==> src/rtl/cpu_pkg.sv <==
// rtl/cpu_pkg.sv - shared CPU constants for the fetch/decode boundary
// Purpose : default datapath widths, the NOP encoding presented on empty
//           slots, and a power-of-two helper for elaboration-time checks.
// Ports   : none (package).
package cpu_pkg;

   localparam int DEF_PC_W   = 32;
   localparam int DEF_INST_W = 32;

   // All-zero word is what decode treats as a bubble.
   localparam logic [31:0] NOP_INST = 32'b0;

   function automatic bit is_pow2(input int n);
      return (n > 0) && ((n & (n - 1)) == 0);
   endfunction

endpackage

==> src/rtl/fq_ptr_ctrl.sv <==
// rtl/fq_ptr_ctrl.sv - pointer/count state and priority chain of the fetch queue
// Purpose : holds write pointer, read pointer and occupancy; resolves
//           reset > stall > flush > push/pop each edge.
// Ports   : i_clk, i_rst            clock, synchronous active-high reset
//           i_start, i_stall,       run enable, global freeze,
//           i_flush                 branch flush
//           i_push, i_pop           requests from IF / ID
//           o_wp, o_rp              current write / read slot
//           o_count                 occupied entries
//           o_full, o_valid         occupancy flags
//           o_wr_en                 storage write strobe for slot o_wp
import cpu_pkg::*;

module fq_ptr_ctrl #(
   parameter int DEPTH = 4,
   parameter int AW    = $clog2(DEPTH),
   parameter int CW    = $clog2(DEPTH + 1)
) (
   input  logic          i_clk,
   input  logic          i_rst,
   input  logic          i_start,
   input  logic          i_stall,
   input  logic          i_flush,
   input  logic          i_push,
   input  logic          i_pop,
   output logic [AW-1:0] o_wp,
   output logic [AW-1:0] o_rp,
   output logic [CW-1:0] o_count,
   output logic          o_full,
   output logic          o_valid,
   output logic          o_wr_en
);

   logic [AW-1:0] r_wp;
   logic [AW-1:0] r_rp;
   logic [CW-1:0] r_count;

   logic w_full;
   logic w_valid;
   logic w_do_pop;
   logic w_do_push;
   logic w_advance;

   assign w_full   = (r_count == CW'(DEPTH));
   assign w_valid  = (r_count != '0);
   assign w_do_pop = i_pop & w_valid;
   // A pop in the same cycle frees the slot, so a full queue still takes the push.
   assign w_do_push = i_push & i_start & (~w_full | w_do_pop);
   // Push/pop only take effect when nothing higher in the chain claims the edge.
   assign w_advance = ~i_rst & ~i_stall & ~i_flush;

   always_ff @(posedge i_clk) begin
      if (i_rst) begin
         r_wp    <= '0;
         r_rp    <= '0;
         r_count <= '0;
      end else if (i_stall) begin
         r_wp    <= r_wp;
         r_rp    <= r_rp;
         r_count <= r_count;
      end else if (i_flush) begin
         r_wp    <= '0;
         r_rp    <= '0;
         r_count <= '0;
      end else begin
         if (w_do_push) r_wp <= r_wp + AW'(1);
         if (w_do_pop)  r_rp <= r_rp + AW'(1);
         r_count <= r_count + CW'(w_do_push) - CW'(w_do_pop);
      end
   end

   assign o_wp    = r_wp;
   assign o_rp    = r_rp;
   assign o_count = r_count;
   assign o_full  = w_full;
   assign o_valid = w_valid;
   assign o_wr_en = w_do_push & w_advance;

endmodule

==> src/rtl/fetch_queue.sv <==
// rtl/fetch_queue.sv - DEPTH-entry {PC, instruction} queue at the IF/ID boundary
// Purpose : decouples instruction delivery from decode back-pressure while
//           keeping stall freeze, flush-to-NOP and start gating of the old latch.
// Ports   : clk_i, rst_i            clock, synchronous active-high reset
//           start_i                 run enable; low blocks pushes
//           stall_i                 global stall; freezes all state
//           flush_i                 branch flush; empties the queue
//           push_i, pc_i, inst_i    fetch side offer
//           full_o                  no free entry
//           pop_i                   decode consumes the head
//           valid_o, pc_o, inst_o   head entry (zeros / NOP when empty)
//           count_o                 occupied entries
import cpu_pkg::*;

module fetch_queue #(
   parameter int PC_W   = DEF_PC_W,
   parameter int INST_W = DEF_INST_W,
   parameter int DEPTH  = 4
) (
   input  logic                       clk_i,
   input  logic                       rst_i,
   input  logic                       start_i,
   input  logic                       stall_i,
   input  logic                       flush_i,
   input  logic                       push_i,
   input  logic [PC_W-1:0]            pc_i,
   input  logic [INST_W-1:0]          inst_i,
   output logic                       full_o,
   input  logic                       pop_i,
   output logic                       valid_o,
   output logic [PC_W-1:0]            pc_o,
   output logic [INST_W-1:0]          inst_o,
   output logic [$clog2(DEPTH+1)-1:0] count_o
);

   localparam int AW = $clog2(DEPTH);
   localparam int CW = $clog2(DEPTH + 1);

   generate
      if (DEPTH < 2 || !is_pow2(DEPTH)) begin : g_depth_chk
         $error("fetch_queue: DEPTH must be a power of two and at least 2");
      end
   endgenerate

   logic [AW-1:0] w_wp;
   logic [AW-1:0] w_rp;
   logic [CW-1:0] w_count;
   logic          w_full;
   logic          w_valid;
   logic          w_wr_en;

   // Entry contents carry no reset; the valid gate on the outputs hides them.
   logic [PC_W-1:0]   r_pc_mem   [DEPTH];
   logic [INST_W-1:0] r_inst_mem [DEPTH];

   fq_ptr_ctrl #(
      .DEPTH (DEPTH),
      .AW    (AW),
      .CW    (CW)
   ) u_ptr_ctrl (
      .i_clk   (clk_i),
      .i_rst   (rst_i),
      .i_start (start_i),
      .i_stall (stall_i),
      .i_flush (flush_i),
      .i_push  (push_i),
      .i_pop   (pop_i),
      .o_wp    (w_wp),
      .o_rp    (w_rp),
      .o_count (w_count),
      .o_full  (w_full),
      .o_valid (w_valid),
      .o_wr_en (w_wr_en)
   );

   always_ff @(posedge clk_i) begin
      if (w_wr_en) begin
         r_pc_mem[w_wp]   <= pc_i;
         r_inst_mem[w_wp] <= inst_i;
      end
   end

   assign full_o  = w_full;
   assign valid_o = w_valid;
   assign count_o = w_count;
   assign pc_o    = w_valid ? r_pc_mem[w_rp]   : '0;
   assign inst_o  = w_valid ? r_inst_mem[w_rp] : INST_W'(NOP_INST);

endmodule

==> config.mk <==
export PLATFORM = sky130hd
export DESIGN_NAME = fetch_queue
export DESIGN_NICKNAME = d
export VERILOG_FILES = /design/src/rtl/cpu_pkg.sv /design/src/rtl/fq_ptr_ctrl.sv /design/src/rtl/fetch_queue.sv
export SDC_FILE = /design/constraint.sdc
export NUM_CORES = 1
export LEC_CHECK = 0
export ABC_AREA = 1
export CAP_MARGIN = 20
export CORE_MARGIN = 2
export CORE_UTILIZATION = 59
export CTS_BUF_LIST = sky130_fd_sc_hd__clkbuf_16
export DETAILED_ROUTE_END_ITERATION = 10
export PLACE_DENSITY = 0.85
export SLEW_MARGIN = 10
export SYNTH_ARGS = -nofsm -noshare
export SYNTH_HDL_FRONTEND = slang
export SYNTH_SLANG_ARGS = --single-unit
==> constraint.sdc <==
create_clock -name clk_i -period 11.7 [get_ports clk_i]
set_input_delay 3.51 -clock clk_i [delete_from_list [all_inputs] [get_ports clk_i]]
set_output_delay 3.51 -clock clk_i [all_outputs]
set_load 0.005 [all_outputs]
# ---- After elaboration in Yosys (flattened, before gate mapping)
# Memories as Yosys holds them, arrays and structs flattened. A register that Yosys moved wholly into a read port is not among the register bits.
# Index checks and enable logic that the tools add are counted.
dict set report word_totals {
  n_memories 2
  ramBits 256
  in_bits 71
  elab_cells 39
  regBits 7
  output_inout_bits 69
}
dict set report op_classes {
  muxes 13
  n_reduce_logical 5
  n_addsub 4
  n_eq_ne 1
  n_bitwise 11
}
# name depth word_bits read_ports rd_ports_with_merged_regs wr line_no
set memory_table {}
lappend memory_table {r_inst_mem 4 32 1 1 1 fetch_queue.sv:54} ;# logic [INST_W-1:0] r_inst_mem [DEPTH];
lappend memory_table {r_pc_mem 4 32 1 1 1 fetch_queue.sv:53} ;# logic [PC_W-1:0] r_pc_mem [DEPTH];
# op count
set ops {}
lappend ops {{two-way mux 32 bit} 2}
lappend ops {{two-way mux 2 bit} 8}
lappend ops {{bitwise AND 1 bit} 6}
lappend ops {{adder 2 x 1 -> 2 bit, second input constant} 2}
lappend ops {{NOT 1 bit} 4}
lappend ops {{AND reduction 2 bit} 2}
lappend ops {{nonzero test 2 bit} 2}
lappend ops {{adder 3 x 1 -> 3 bit} 1}
lappend ops {{== test 3 bit, second input constant} 1}
lappend ops {{two-way mux 3 bit} 1}
lappend ops {{nonzero test 3 bit} 1}
lappend ops {{subtractor 3 x 1 -> 3 bit} 1}
lappend ops {{two-way mux 1 bit} 2}
lappend ops {{OR 1 bit} 1}

# ---- Logic depth before layout (Yosys ltp)
dict set report logic_depth {
  ltp_word 7
  mapped_depth 13
  ltp_nobuf 13
}

# ---- Modules after synthesis
# Synthesis repeated with hierarchy kept, for this count alone.
dict set report hier_totals {
  hier_cells 1080
  hier_area_um2 11297.1
}
# mod instances seq_area_each_um2 cells_per_inst area_each_um2
set by_module_without_submodules {}
lappend by_module_without_submodules {fetch_queue 1 7687.4 1017 10832.9}
lappend by_module_without_submodules {fq_ptr_ctrl 1 140.1 63 464.2}

# ---- Least setup slack after synthesis
# OpenSTA, ideal clock, no wires.
dict set report synth_path {
  path_kind {input-to-reg}
  from {input port stall_i}
  to {memory r_inst_mem[0][0] (netlist name) (enable)}
  setup_slack_ns 4.550
  n_path_buf 0
  t_required_ns 11.213
  setup_time_ns 0.487
  arrival_time_ns 6.664
  path_stages 3
  path_cell_list {nor2_1 nand3_1 nor2_1}
}
dict set report synth_via {
  elab_chain_cells 6
}
# element line_no
set synth_rtl {}
lappend synth_rtl {{from (decl)} fetch_queue.sv:23} ;# input logic stall_i,
lappend synth_rtl {{NOT 1 bit} fq_ptr_ctrl.sv:50} ;# assign w_advance = ~i_rst & ~i_stall & ~i_flush;
lappend synth_rtl {{bitwise AND 1 bit (2 in series)} fq_ptr_ctrl.sv:50}
lappend synth_rtl {{bitwise AND 1 bit} fq_ptr_ctrl.sv:77} ;# assign o_wr_en = w_do_push & w_advance;
lappend synth_rtl {{two-way mux 1 bit} fetch_queue.sv:77} ;# if (w_wr_en) begin
lappend synth_rtl {{two-way mux 1 bit (not written as such)} fetch_queue.sv:79} ;# r_inst_mem[w_wp] <= inst_i;
lappend synth_rtl {{to (decl)} fetch_queue.sv:54}
# No other way between the ends.

==> summary.md <==
| Metric | Value |
|---|---|
| Status | `finished, final reports clean` |
| Most used cell, CP | `buf_4` |
| Sequential-to-total area share from yosys stat | `75.1%` |
| Number of synthesized register bits | `265` |
| Layout cells sized above 1 | `5.98%` |
| Clock Latency Late Sink | `0.50 ns` |
| First-pass GRT wire length | `33.5 mm` |
| Crit path buf inv count | `4` |
| Via density | `5.55` |
| Routed Wire Length | `22.0 mm` |
| Ports | `140` |
| Die Width | `137 um` |
| Number of cells produced by synthesis | `839` |
| Reg clk slew, reported paths | `0.06 ns` |
| Gpl congestion | `0.770` |
| DR pass1 iterations | `5` |
| Top-area cell type share of the netlist area | `73.4%` |
| Max incr delay on CP | `0.64 ns` |
| Core area | `0.0173 sq mm` |
| Critical Path End Type | `output port` |
| Fmax | `0.143 GHz` |
| Largest net degree at the start of global routing | `109` |
| RSZ-0062 raised after global routing | `false` |
| FFs w/ async S/R, synth | `0%` |
| Worst Skew | `0.00784 ns` |
| Cell taking the most area after synthesis | `edfxtp_1` |
| Final Cycle Share | `59.9%` |
| Syn_nets | `917` |
| Number of port buffers | `139` |
| Clk sinks | `265` |
| Total Nets Final | `1046` |
| Max-cap violations | `0` |
| TritonCTS clock tree | `yes` |
| VDD IR max | `135 uV` |
| Initial core utilization | `60.5%` |
| Diode count | `0` |
| Final ANT Viol Nets | `0` |
| Worst endpoint data arrival time | `3.49 ns` |
| Leak | `0.00433 uW` |
| Area grow syn2layout | `21.9%` |
| Most frequent cells in the layout | `264 x nor2_1, 256 x edfxtp_1, 139 x clkdlybuf4s50_1` |
| Final setup fails | `0` |
| Syn avg cell area | `12.5 sq um` |
| Crit path time final | `7.00 ns` |
| Num CTS Buffers | `25` |
| Die Area | `0.0188 sq mm` |
| Hold WC Path Type | `register to register` |
| Initial antenna violation count | `0` |
| Clk root buf | `clkbuf_16` |
| Leading cell types by total area after synthesis | `edfxtp_1 73%, nor2_1 9.6%, o21ai_0 5.7%` |
| Worst slew margin | `32.3%` |
| Critical Path RT | `8.19 ns` |
| Drt drc | `0` |
| Post_cts resized | `0` |
| Most common cell after layout, fill and taps aside | `nor2_1` |
| Vias in the first global route | `6495` |
| Hold_buf cts | `0` |
| Setup Total Neg Slack | `0 ns` |
| Post-DP HPWL | `12.3 mm` |
| Crit-path cells | `buf_4 > inv_2 > buf_4 > nor2_1 > o21ai_0 > a21oi_1 > clkdlybuf4s50_1` |
| Filler cells | `1111` |
| Ys Warns | `0` |
| Dominant synthesized flop cell | `edfxtp_1` |
| All-Layer GR Usage | `23.3%` |
| EDFF count, synth | `256` |
| Hold WS | `0.540 ns` |
| Gr ovfl total | `0` |
| Synthesized area | `0.0105 sq mm` |
| Slowest CP cell | `buf_4` |
| CP Max Fanout | `65` |
| Slew @ Worst Pin | `1.01 ns` |
| CTS H-tree lvls | `1` |
| Initial drt markers | `687` |
| Largest delay share family, worst path | `buffers and inverters` |
| DIE HEIGHT | `137 um` |
| Startpoint Class | `register` |
| FP Rows | `48` |
| Vias | `6720` |
| Netlist cell types | `20` |
| Fin. max-slew vios | `0` |
| Wire per inst | `18.2 um` |
| Pwr/cell area | `151 mW/mm^2` |
| CTS Buffer Depth | `3` |
| Setup Fix Bufs, Post-CTS | `0` |
| CP Class | `register to output port` |
| Fin. Hold Viols | `0` |
| R2R setup slack | `8.64 ns` |
tightest hold or removal path, cell delays in order (launching register included):
cell and delay, ns:
dfxtp_1 0.35, nand2_1 0.08, a21oi_1 0.06
cell usage after synthesis, drive strengths merged, types with 2 or more instances:
cell,n
nor2,268
edfxtp,256
o21ai,129
a21oi,68
buf,33
inv,23
nand2,22
clkbuf,14
dfxtp,9
ha,6
nand3,6
or2,2
cells by family after synthesis:
group                    Yosys count  share of synthesized area (%)
AO/OA/AOI/OAI                    197                           9.41
adder cells (fa/ha/maj)            7                          0.908
buffers and inverters             70                           3.64
flip-flops                       265                           75.1
AND/OR/NAND/NOR                  300                           10.9
where the power goes:
part	internal, uW	total [uW]	switching [uW]
clock network	445	763	318
logic	52.4	115	62.4
registers	1040	1050	3.19
total	1540	1920	383
metal layers:
layer / vias up / wire, um / track usage [%]
li1: 3208 / - / -
met3: 39 / 1280 / 3.61
met2: 233 / 11300 / 41.9
met4: 0 / 451 / 6.24
met1: 3240 / 9000 / 29.8
met5: - / 0 / 0
per-stage QoR:
step / setup slack (ns) / instances / area, sq um / utilization (%) / total power, uW
2_1_floorplan: 4.55 / 839 / 10500 / - / 1120
3_3_place_gp: 5.05 / 1165 / 12000 / 69.1 / 1180
3_5_place_dp: 5.02 / 1165 / 12000 / 69.1 / 1180
4_1_cts: 4.68 / 1210 / 12700 / 73.7 / 1930
5_1_grt: 4.51 / 1211 / 12800 / 73.8 / 1980
6_report: 4.70 / 1211 / 12800 / 73.8 / 1920
flip-flops by register name, summed over array words and instances (netlist names), named ones only:
name,flops
r_pc_mem,128
u_ptr_ctrl.o_rp,2
r_inst_mem,128
u_ptr_ctrl.o_count,3
u_ptr_ctrl.o_wp,2
path summary, 6_finish.rpt:
| check | start | end | cells after the start |
|---|---|---|---|
| max reg2reg | u_ptr_ctrl.o_count[1]$_SDFFE_PP0N_ | r_pc_mem[2][27]$_DFFE_PP_ | 7 |
| max | register | inst_o[6] | 7 |
| min | u_ptr_ctrl.o_count[2]$_SDFFE_PP0N_ | u_ptr_ctrl.o_count[2]$_SDFFE_PP0N_ | 2 |
| min reg2reg | u_ptr_ctrl.o_count[2]$_SDFFE_PP0N_ | u_ptr_ctrl.o_count[2]$_SDFFE_PP0N_ | 2 |
area by class of cell:
type / instances / area [sq um] / area share [%]
sequential: 265 / 7870 / 61.6
multi-input combinational: 504 / 2250 / 17.6
inverter: 23 / 87.6 / 0.686
clock buffer: 26 / 651 / 5.09
timing repair buffer: 149 / 1490 / 11.6
tap: 225 / 282 / 2.20
clock inverter: 19 / 139 / 1.09
Note: power is estimated with default switching activity, not from simulation.
